File: src/rtl/regfile_mp_if.sv
// Bus bundle for regfile_mp: two write ports, packed read ports and the
// busy-scoreboard mark/count signals. The master drives requests, the
// slave (the register file) returns read data, busy flags and the count.
interface regfile_mp_if #(
  parameter int DATA_W = 32,
  parameter int ADDR_W = 5,
  parameter int N_RD   = 2
);
  logic                     we0;
  logic                     we1;
  logic [ADDR_W-1:0]        wa0;
  logic [ADDR_W-1:0]        wa1;
  logic [DATA_W-1:0]        wd0;
  logic [DATA_W-1:0]        wd1;
  logic [N_RD*ADDR_W-1:0]   ra;
  logic [N_RD*DATA_W-1:0]   rd;
  logic [N_RD-1:0]          rbusy;
  logic                     mark_v;
  logic [ADDR_W-1:0]        mark_a;
  logic [ADDR_W:0]          busy_cnt;

  modport master (
    output we0, we1, wa0, wa1, wd0, wd1, ra, mark_v, mark_a,
    input  rd, rbusy, busy_cnt
  );

  modport slave (
    input  we0, we1, wa0, wa1, wd0, wd1, ra, mark_v, mark_a,
    output rd, rbusy, busy_cnt
  );
endinterface

File: src/rtl/regfile_mp.sv
// Multi-ported register file with two write ports, N_RD combinational read
// ports, optional hardwired zero entry, optional same-cycle write forwarding
// and a per-entry busy scoreboard with a registered population count.
module regfile_mp #(
  parameter int DATA_W   = 32,
  parameter int ADDR_W   = 5,
  parameter int N_RD     = 2,
  parameter int ZERO_REG = 1,
  parameter int BYPASS   = 1
) (
  input  logic           clk,
  input  logic           rst_n,
  regfile_mp_if.slave    bus
);
  localparam int DEPTH = 1 << ADDR_W;
  localparam bit ZERO_EN = (ZERO_REG != 0);
  localparam bit BYP_EN  = (BYPASS != 0);
  localparam logic [ADDR_W:0]   CNT_ONE   = {{ADDR_W{1'b0}}, 1'b1};
  localparam logic [ADDR_W-1:0] ADDR_ZERO = {ADDR_W{1'b0}};

  // Storage, scoreboard and count state
  logic [DATA_W-1:0] mem_r [DEPTH];
  logic [DEPTH-1:0]  busy_r;
  logic [ADDR_W:0]   busy_cnt_r;

  // Qualified requests (entry-0 traffic dropped when it is hardwired)
  logic              eff_we0_s;
  logic              eff_we1_s;
  logic              eff_mark_s;

  // Next-state scoreboard and count
  logic [DEPTH-1:0]  busy_nxt_s;
  logic [ADDR_W:0]   cnt_nxt_s;
  logic              inc_s;
  logic              dec0_s;
  logic              dec1_s;

  // Read path working signals
  logic [N_RD*DATA_W-1:0] rd_s;
  logic [N_RD-1:0]        rbusy_s;
  logic [ADDR_W-1:0]      ra_k_s;
  logic                   hit0_s;
  logic                   hit1_s;
  logic                   mark_hit_s;
  logic [DATA_W-1:0]      val_s;

  // Drop writes and marks aimed at the hardwired zero entry
  always_comb begin
    eff_we0_s  = bus.we0;
    eff_we1_s  = bus.we1;
    eff_mark_s = bus.mark_v;
    if (ZERO_EN) begin
      eff_we0_s  = bus.we0    && (bus.wa0    != ADDR_ZERO);
      eff_we1_s  = bus.we1    && (bus.wa1    != ADDR_ZERO);
      eff_mark_s = bus.mark_v && (bus.mark_a != ADDR_ZERO);
    end else begin
      eff_we0_s  = bus.we0;
      eff_we1_s  = bus.we1;
      eff_mark_s = bus.mark_v;
    end
  end

  // Commit writes on the edge; port 1 wins when both target one entry
  always_ff @(posedge clk or negedge rst_n) begin
    if (!rst_n) begin
      for (int i = 0; i < DEPTH; i++) begin
        mem_r[i] <= {DATA_W{1'b0}};
      end
    end else begin
      for (int i = 0; i < DEPTH; i++) begin
        if (eff_we1_s && (bus.wa1 == ADDR_W'(i))) begin
          mem_r[i] <= bus.wd1;
        end else if (eff_we0_s && (bus.wa0 == ADDR_W'(i))) begin
          mem_r[i] <= bus.wd0;
        end else begin
          mem_r[i] <= mem_r[i];
        end
      end
    end
  end

  // Scoreboard next state: writes clear, a mark sets and overrides a clear
  always_comb begin
    busy_nxt_s = busy_r;
    for (int i = 0; i < DEPTH; i++) begin
      if (eff_mark_s && (bus.mark_a == ADDR_W'(i))) begin
        busy_nxt_s[i] = 1'b1;
      end else if ((eff_we0_s && (bus.wa0 == ADDR_W'(i))) ||
                   (eff_we1_s && (bus.wa1 == ADDR_W'(i)))) begin
        busy_nxt_s[i] = 1'b0;
      end else begin
        busy_nxt_s[i] = busy_r[i];
      end
    end
  end

  // Incremental population count: +1 for a fresh mark, -1 per distinct
  // written entry that was busy and is not re-marked this cycle
  always_comb begin
    inc_s  = eff_mark_s && !busy_r[bus.mark_a];
    dec0_s = eff_we0_s && busy_r[bus.wa0] &&
             !(eff_mark_s && (bus.mark_a == bus.wa0));
    dec1_s = eff_we1_s && busy_r[bus.wa1] &&
             !(eff_mark_s && (bus.mark_a == bus.wa1)) &&
             !(eff_we0_s && (bus.wa0 == bus.wa1));
    cnt_nxt_s = busy_cnt_r;
    if (inc_s) begin
      cnt_nxt_s = cnt_nxt_s + CNT_ONE;
    end else begin
      cnt_nxt_s = cnt_nxt_s;
    end
    if (dec0_s) begin
      cnt_nxt_s = cnt_nxt_s - CNT_ONE;
    end else begin
      cnt_nxt_s = cnt_nxt_s;
    end
    if (dec1_s) begin
      cnt_nxt_s = cnt_nxt_s - CNT_ONE;
    end else begin
      cnt_nxt_s = cnt_nxt_s;
    end
  end

  // Scoreboard bits and count registers
  always_ff @(posedge clk or negedge rst_n) begin
    if (!rst_n) begin
      busy_r     <= {DEPTH{1'b0}};
      busy_cnt_r <= {(ADDR_W+1){1'b0}};
    end else begin
      busy_r     <= busy_nxt_s;
      busy_cnt_r <= cnt_nxt_s;
    end
  end

  // Combinational read ports with forwarding and busy reporting
  always_comb begin
    rd_s       = {(N_RD*DATA_W){1'b0}};
    rbusy_s    = {N_RD{1'b0}};
    ra_k_s     = ADDR_ZERO;
    hit0_s     = 1'b0;
    hit1_s     = 1'b0;
    mark_hit_s = 1'b0;
    val_s      = {DATA_W{1'b0}};
    for (int k = 0; k < N_RD; k++) begin
      ra_k_s     = bus.ra[k*ADDR_W +: ADDR_W];
      hit0_s     = BYP_EN && eff_we0_s && (bus.wa0 == ra_k_s);
      hit1_s     = BYP_EN && eff_we1_s && (bus.wa1 == ra_k_s);
      mark_hit_s = eff_mark_s && (bus.mark_a == ra_k_s);
      if (!rst_n) begin
        val_s = {DATA_W{1'b0}};
      end else if (ZERO_EN && (ra_k_s == ADDR_ZERO)) begin
        val_s = {DATA_W{1'b0}};
      end else if (hit1_s) begin
        val_s = bus.wd1;
      end else if (hit0_s) begin
        val_s = bus.wd0;
      end else begin
        val_s = mem_r[ra_k_s];
      end
      rd_s[k*DATA_W +: DATA_W] = val_s;
      if (!rst_n) begin
        rbusy_s[k] = 1'b0;
      end else if ((hit0_s || hit1_s) && !mark_hit_s) begin
        rbusy_s[k] = 1'b0;
      end else begin
        rbusy_s[k] = busy_r[ra_k_s];
      end
    end
  end

  assign bus.rd       = rd_s;
  assign bus.rbusy    = rbusy_s;
  assign bus.busy_cnt = busy_cnt_r;
endmodule

File: src/flat_wrapper.sv
// flat-port wrapper written by rule: the top's interface ports become plain ports
module regfile_mp_flat 
#(
  parameter int DATA_W   = 32,
  parameter int ADDR_W   = 5,
  parameter int N_RD     = 2,
  parameter int ZERO_REG = 1,
  parameter int BYPASS   = 1
)
  (clk, rst_n, bus_we0, bus_we1, bus_wa0, bus_wa1, bus_wd0, bus_wd1, bus_ra, bus_mark_v, bus_mark_a, bus_rd, bus_rbusy, bus_busy_cnt);
  regfile_mp_if #(.DATA_W(DATA_W), .ADDR_W(ADDR_W), .N_RD(N_RD)) bus_i ();
  input  logic clk;
  input  logic rst_n;
  input wire logic [$bits(bus_i.we0)-1:0] bus_we0;
  input wire logic [$bits(bus_i.we1)-1:0] bus_we1;
  input wire logic [$bits(bus_i.wa0)-1:0] bus_wa0;
  input wire logic [$bits(bus_i.wa1)-1:0] bus_wa1;
  input wire logic [$bits(bus_i.wd0)-1:0] bus_wd0;
  input wire logic [$bits(bus_i.wd1)-1:0] bus_wd1;
  input wire logic [$bits(bus_i.ra)-1:0] bus_ra;
  input wire logic [$bits(bus_i.mark_v)-1:0] bus_mark_v;
  input wire logic [$bits(bus_i.mark_a)-1:0] bus_mark_a;
  output wire logic [$bits(bus_i.rd)-1:0] bus_rd;
  output wire logic [$bits(bus_i.rbusy)-1:0] bus_rbusy;
  output wire logic [$bits(bus_i.busy_cnt)-1:0] bus_busy_cnt;
  assign bus_i.we0 = bus_we0;
  assign bus_i.we1 = bus_we1;
  assign bus_i.wa0 = bus_wa0;
  assign bus_i.wa1 = bus_wa1;
  assign bus_i.wd0 = bus_wd0;
  assign bus_i.wd1 = bus_wd1;
  assign bus_i.ra = bus_ra;
  assign bus_i.mark_v = bus_mark_v;
  assign bus_i.mark_a = bus_mark_a;
  assign bus_rd = bus_i.rd;
  assign bus_rbusy = bus_i.rbusy;
  assign bus_busy_cnt = bus_i.busy_cnt;
  regfile_mp #(.DATA_W(DATA_W), .ADDR_W(ADDR_W), .N_RD(N_RD), .ZERO_REG(ZERO_REG), .BYPASS(BYPASS)) u_core (.clk(clk), .rst_n(rst_n), .bus(bus_i));
endmodule
File: config.mk
export PLATFORM = sky130hd
export DESIGN_NAME = regfile_mp_flat
export DESIGN_NICKNAME = d
export VERILOG_FILES = /design/src/rtl/regfile_mp_if.sv /design/src/rtl/regfile_mp.sv /design/src/flat_wrapper.sv
export SDC_FILE = /design/constraint.sdc
export NUM_CORES = 2
export LEC_CHECK = 0
export CAP_MARGIN = 20
export CORE_UTILIZATION = 40
export DETAILED_ROUTE_END_ITERATION = 8
export PLACE_DENSITY_LB_ADDON = 0.3
export SLEW_MARGIN = 40
export SYNTH_ARGS = -nofsm -noshare
export SYNTH_HDL_FRONTEND = slang
export SYNTH_SLANG_ARGS = --single-unit
File: constraint.sdc
create_clock -name clk -period 4.29 [get_ports clk]
set_clock_uncertainty 0.1 [all_clocks]
set_input_delay 0.858 -clock clk [delete_from_list [all_inputs] [get_ports clk]]
set_output_delay 0.858 -clock clk [all_outputs]
set_load 0.05 [all_outputs]
==> run metrics <==
Critical Path AT=3320 ps; vias per cell=6.433; Net count, final=6276; share of cells above drive strength 1=25.45%; placed cells=8251; Seq cells post-synth=1062; max-slew violations=0; GRT Residual Overflow=0; Critical Path, Cell by Cell=buf_16, buf_12, mux4_2, mux4_2, mux2i_1, buf_4, a211oi_1, a21oi_1, nor2_2, buf_12; initial detailed-routing violation count=6974; peak supply drop=337.6 µV; die area=0.1722 mm²; EDFF count, synth=0; clk_lat worst skew=770 ps; Max transition margin=42.27%; CTS Sinks=1062; Bufs on Longest Clock Path=3; Required @ worst endpoint=3330 ps; Mapped Area=0.06823 mm²; fin crit share=99.78%; Num CTS Buffers=117; post-synth top area share=38.95%; area grow syn2layout=17.71%; Slowest Stage Delay on Critical Path=540 ps; Post-Syn Nets=6346; multi-input combinational cell area=0.03902 mm²; routed len/inst=30.88 µm; Initial Util=40.30%; drt pass-1 iters=8; Post-Place Worst Slack=-219.4 ps; Finished Layout Cells=8497; largest net degree at the start of global routing=146; CTS HTree Levels=3; RD Place Congestion=0.9011; row count=151; PortBufs=165; number of max-cap violations=0; critical path class=in2out; final core utilization=47.44%; Hold Violations, Final=0; leading area contributor after synthesis=dfrtp_1; fillcell total=15023; Critical-path top delay cell=mux4_2; ANT cells=0; initial antenna violation count=8; Remaining DRCs=0; worst hold slack=295.1 ps; top cells by count, synth=mux2i_1 (1080), dfrtp_1 (1062), nor2_1 (841); vias in the first global route=53121; Synth area leaders=dfrtp_1 (39%), mux4_2 (22%), mux2i_1 (16%); count of different cell masters after synthesis=61; total power=36.93 mW; Pleak=33.97 nW; CTS tree=yes; Setup crit end kind=output port; Period minus WS final=4281 ps; DR vias=54661; status=finished, final reports clean; FMAX=233.6 MHz; Critical Path Source Type=input pin; total track usage=29.84%; routed wire length=262.4 mm; Die H=415.0 µm; worst hold path type=reg2reg; worst setup margin=9.278 ps; post-DP HPWL=157.7 mm; Final Instance Area=0.08031 mm²; Avg Inst Size Synth=10.92 µm²; Critical Path Fanout Max=24; Die Wd=415.0 µm; pwr dens=459.9 mW/mm²; final setup violating endpoints=0; Core ar.=0.1693 mm²; Ports=166; ys async rst share=100.0%; clk root buf=clkbuf_16; Seq. cell area=0.02658 mm²; clock transition at the registers of the reported paths=70 ps; Main synth FF type=dfrtp_1; antenna-violating nets left=0; unrepaired setup endpoints after global routing=yes; cells after synthesis=6249; register area share after synthesis=38.95%; Setup Total Neg Slack=0 ps; most frequent cell after synthesis=mux2i_1; global-route wire length before repair=378.3 mm; Worst Max-Slew Pin Slew=865.9 ps; Post-Place Cell Area=0.07575 mm²; Warnings, synthesis=0
## where the power goes
part	internal, mW	total [mW]	switching, mW
clock	6.25	10.8	4.57
sequential	12.7	14.9	2.26
combinational	6.09	11.2	5.07
total	25.0	36.9	11.9
## timing repair
item                       4_1_cts  5_1_grt
hold endpoints to repair        22        0
pin swaps                        0        2
hold buffers                     1        0
gates resized for setup         20       28
setup endpoints to repair       35       56
setup buffers                    0       20
gates cloned                     0        4
## routing by layer
layer / part of all wire (%) / up-vias / GRT usage [%] / wire, µm
li1: - / 22624 / - / -
met1: 39 / 28069 / 40.07 / 101100
met2: 45 / 3223 / 45.81 / 118600
met3: 10 / 733 / 6.208 / 27540
met4: 5.8 / 12 / 15.03 / 15120
met5: 0.029 / - / 0 / 75
## worst max-delay path, delay by kind of cell
family | cells | cell delay [ps]
AOI/OAI and AO/OA | 2 | 350
buffers and inverters | 4 | 820
muxes | 3 | 1140
and+or+nand+nor | 1 | 90
## worst paths after layout
path | startpoint | endpoint | slack [ps] | depth (start not counted)
worst min-delay path | u_core.mem_r[998] | u_core.mem_r[998] | 300 | 0
worst max-delay path | bus_ra[0] | bus_rd[20] | 9 | 10
worst min register to register | u_core.mem_r[998] | u_core.mem_r[998] | 300 | 0
max in group asynchronous | rst_n | u_core.mem_r[239] | 1770 | 5
worst max register to register | u_core.busy_r[30] | u_core.bus.busy_cnt[4] | 870 | 13
min in group asynchronous | rst_n | u_core.busy_r[15] | 490 | 2
## flip-flops by register name, indices dropped and copies added, names as in the netlist
register             flops
u_core.bus.busy_cnt      6
u_core.mem_r          1024
u_core.busy_r           32
## layout by cell type, fill, tap and decap left out, types with 31 or more instances in the layout
cell type / instances
o21ai_0: 331
clkdlybuf4s50_1: 83
nor2_1: 755
buf_12: 192
buf_4: 326
a211oi_1: 59
dfrtp_1: 1062
a21oi_1: 730
mux2i_1: 1073
xnor2_1: 34
clkinv_2: 31
mux4_2: 678
nor2_2: 65
nand2_1: 355
clkbuf_16: 120
inv_1: 31
## cell type report
cell class                 count  share of cell area (%)
timing repair buffer         639                   9.680
inverter                      32                  0.1496
clock buffer                 162                   4.194
clock inverter                57                  0.8335
sequential                  1062                   33.09
tap                         2218                   3.456
multi-input combinational   4327                   48.59
## logic make-up after synthesis
family                     share of synthesized area (%)
muxes                                              38.28
and+or+nand+nor                                    7.598
AOI/OAI and AO/OA                                  9.307
DFF                                                38.95
buffers and inverters                              5.107
xor gates and xnor gates                          0.7061
adders and majority gates                        0.05502
(Power assumes the default switching activity.)
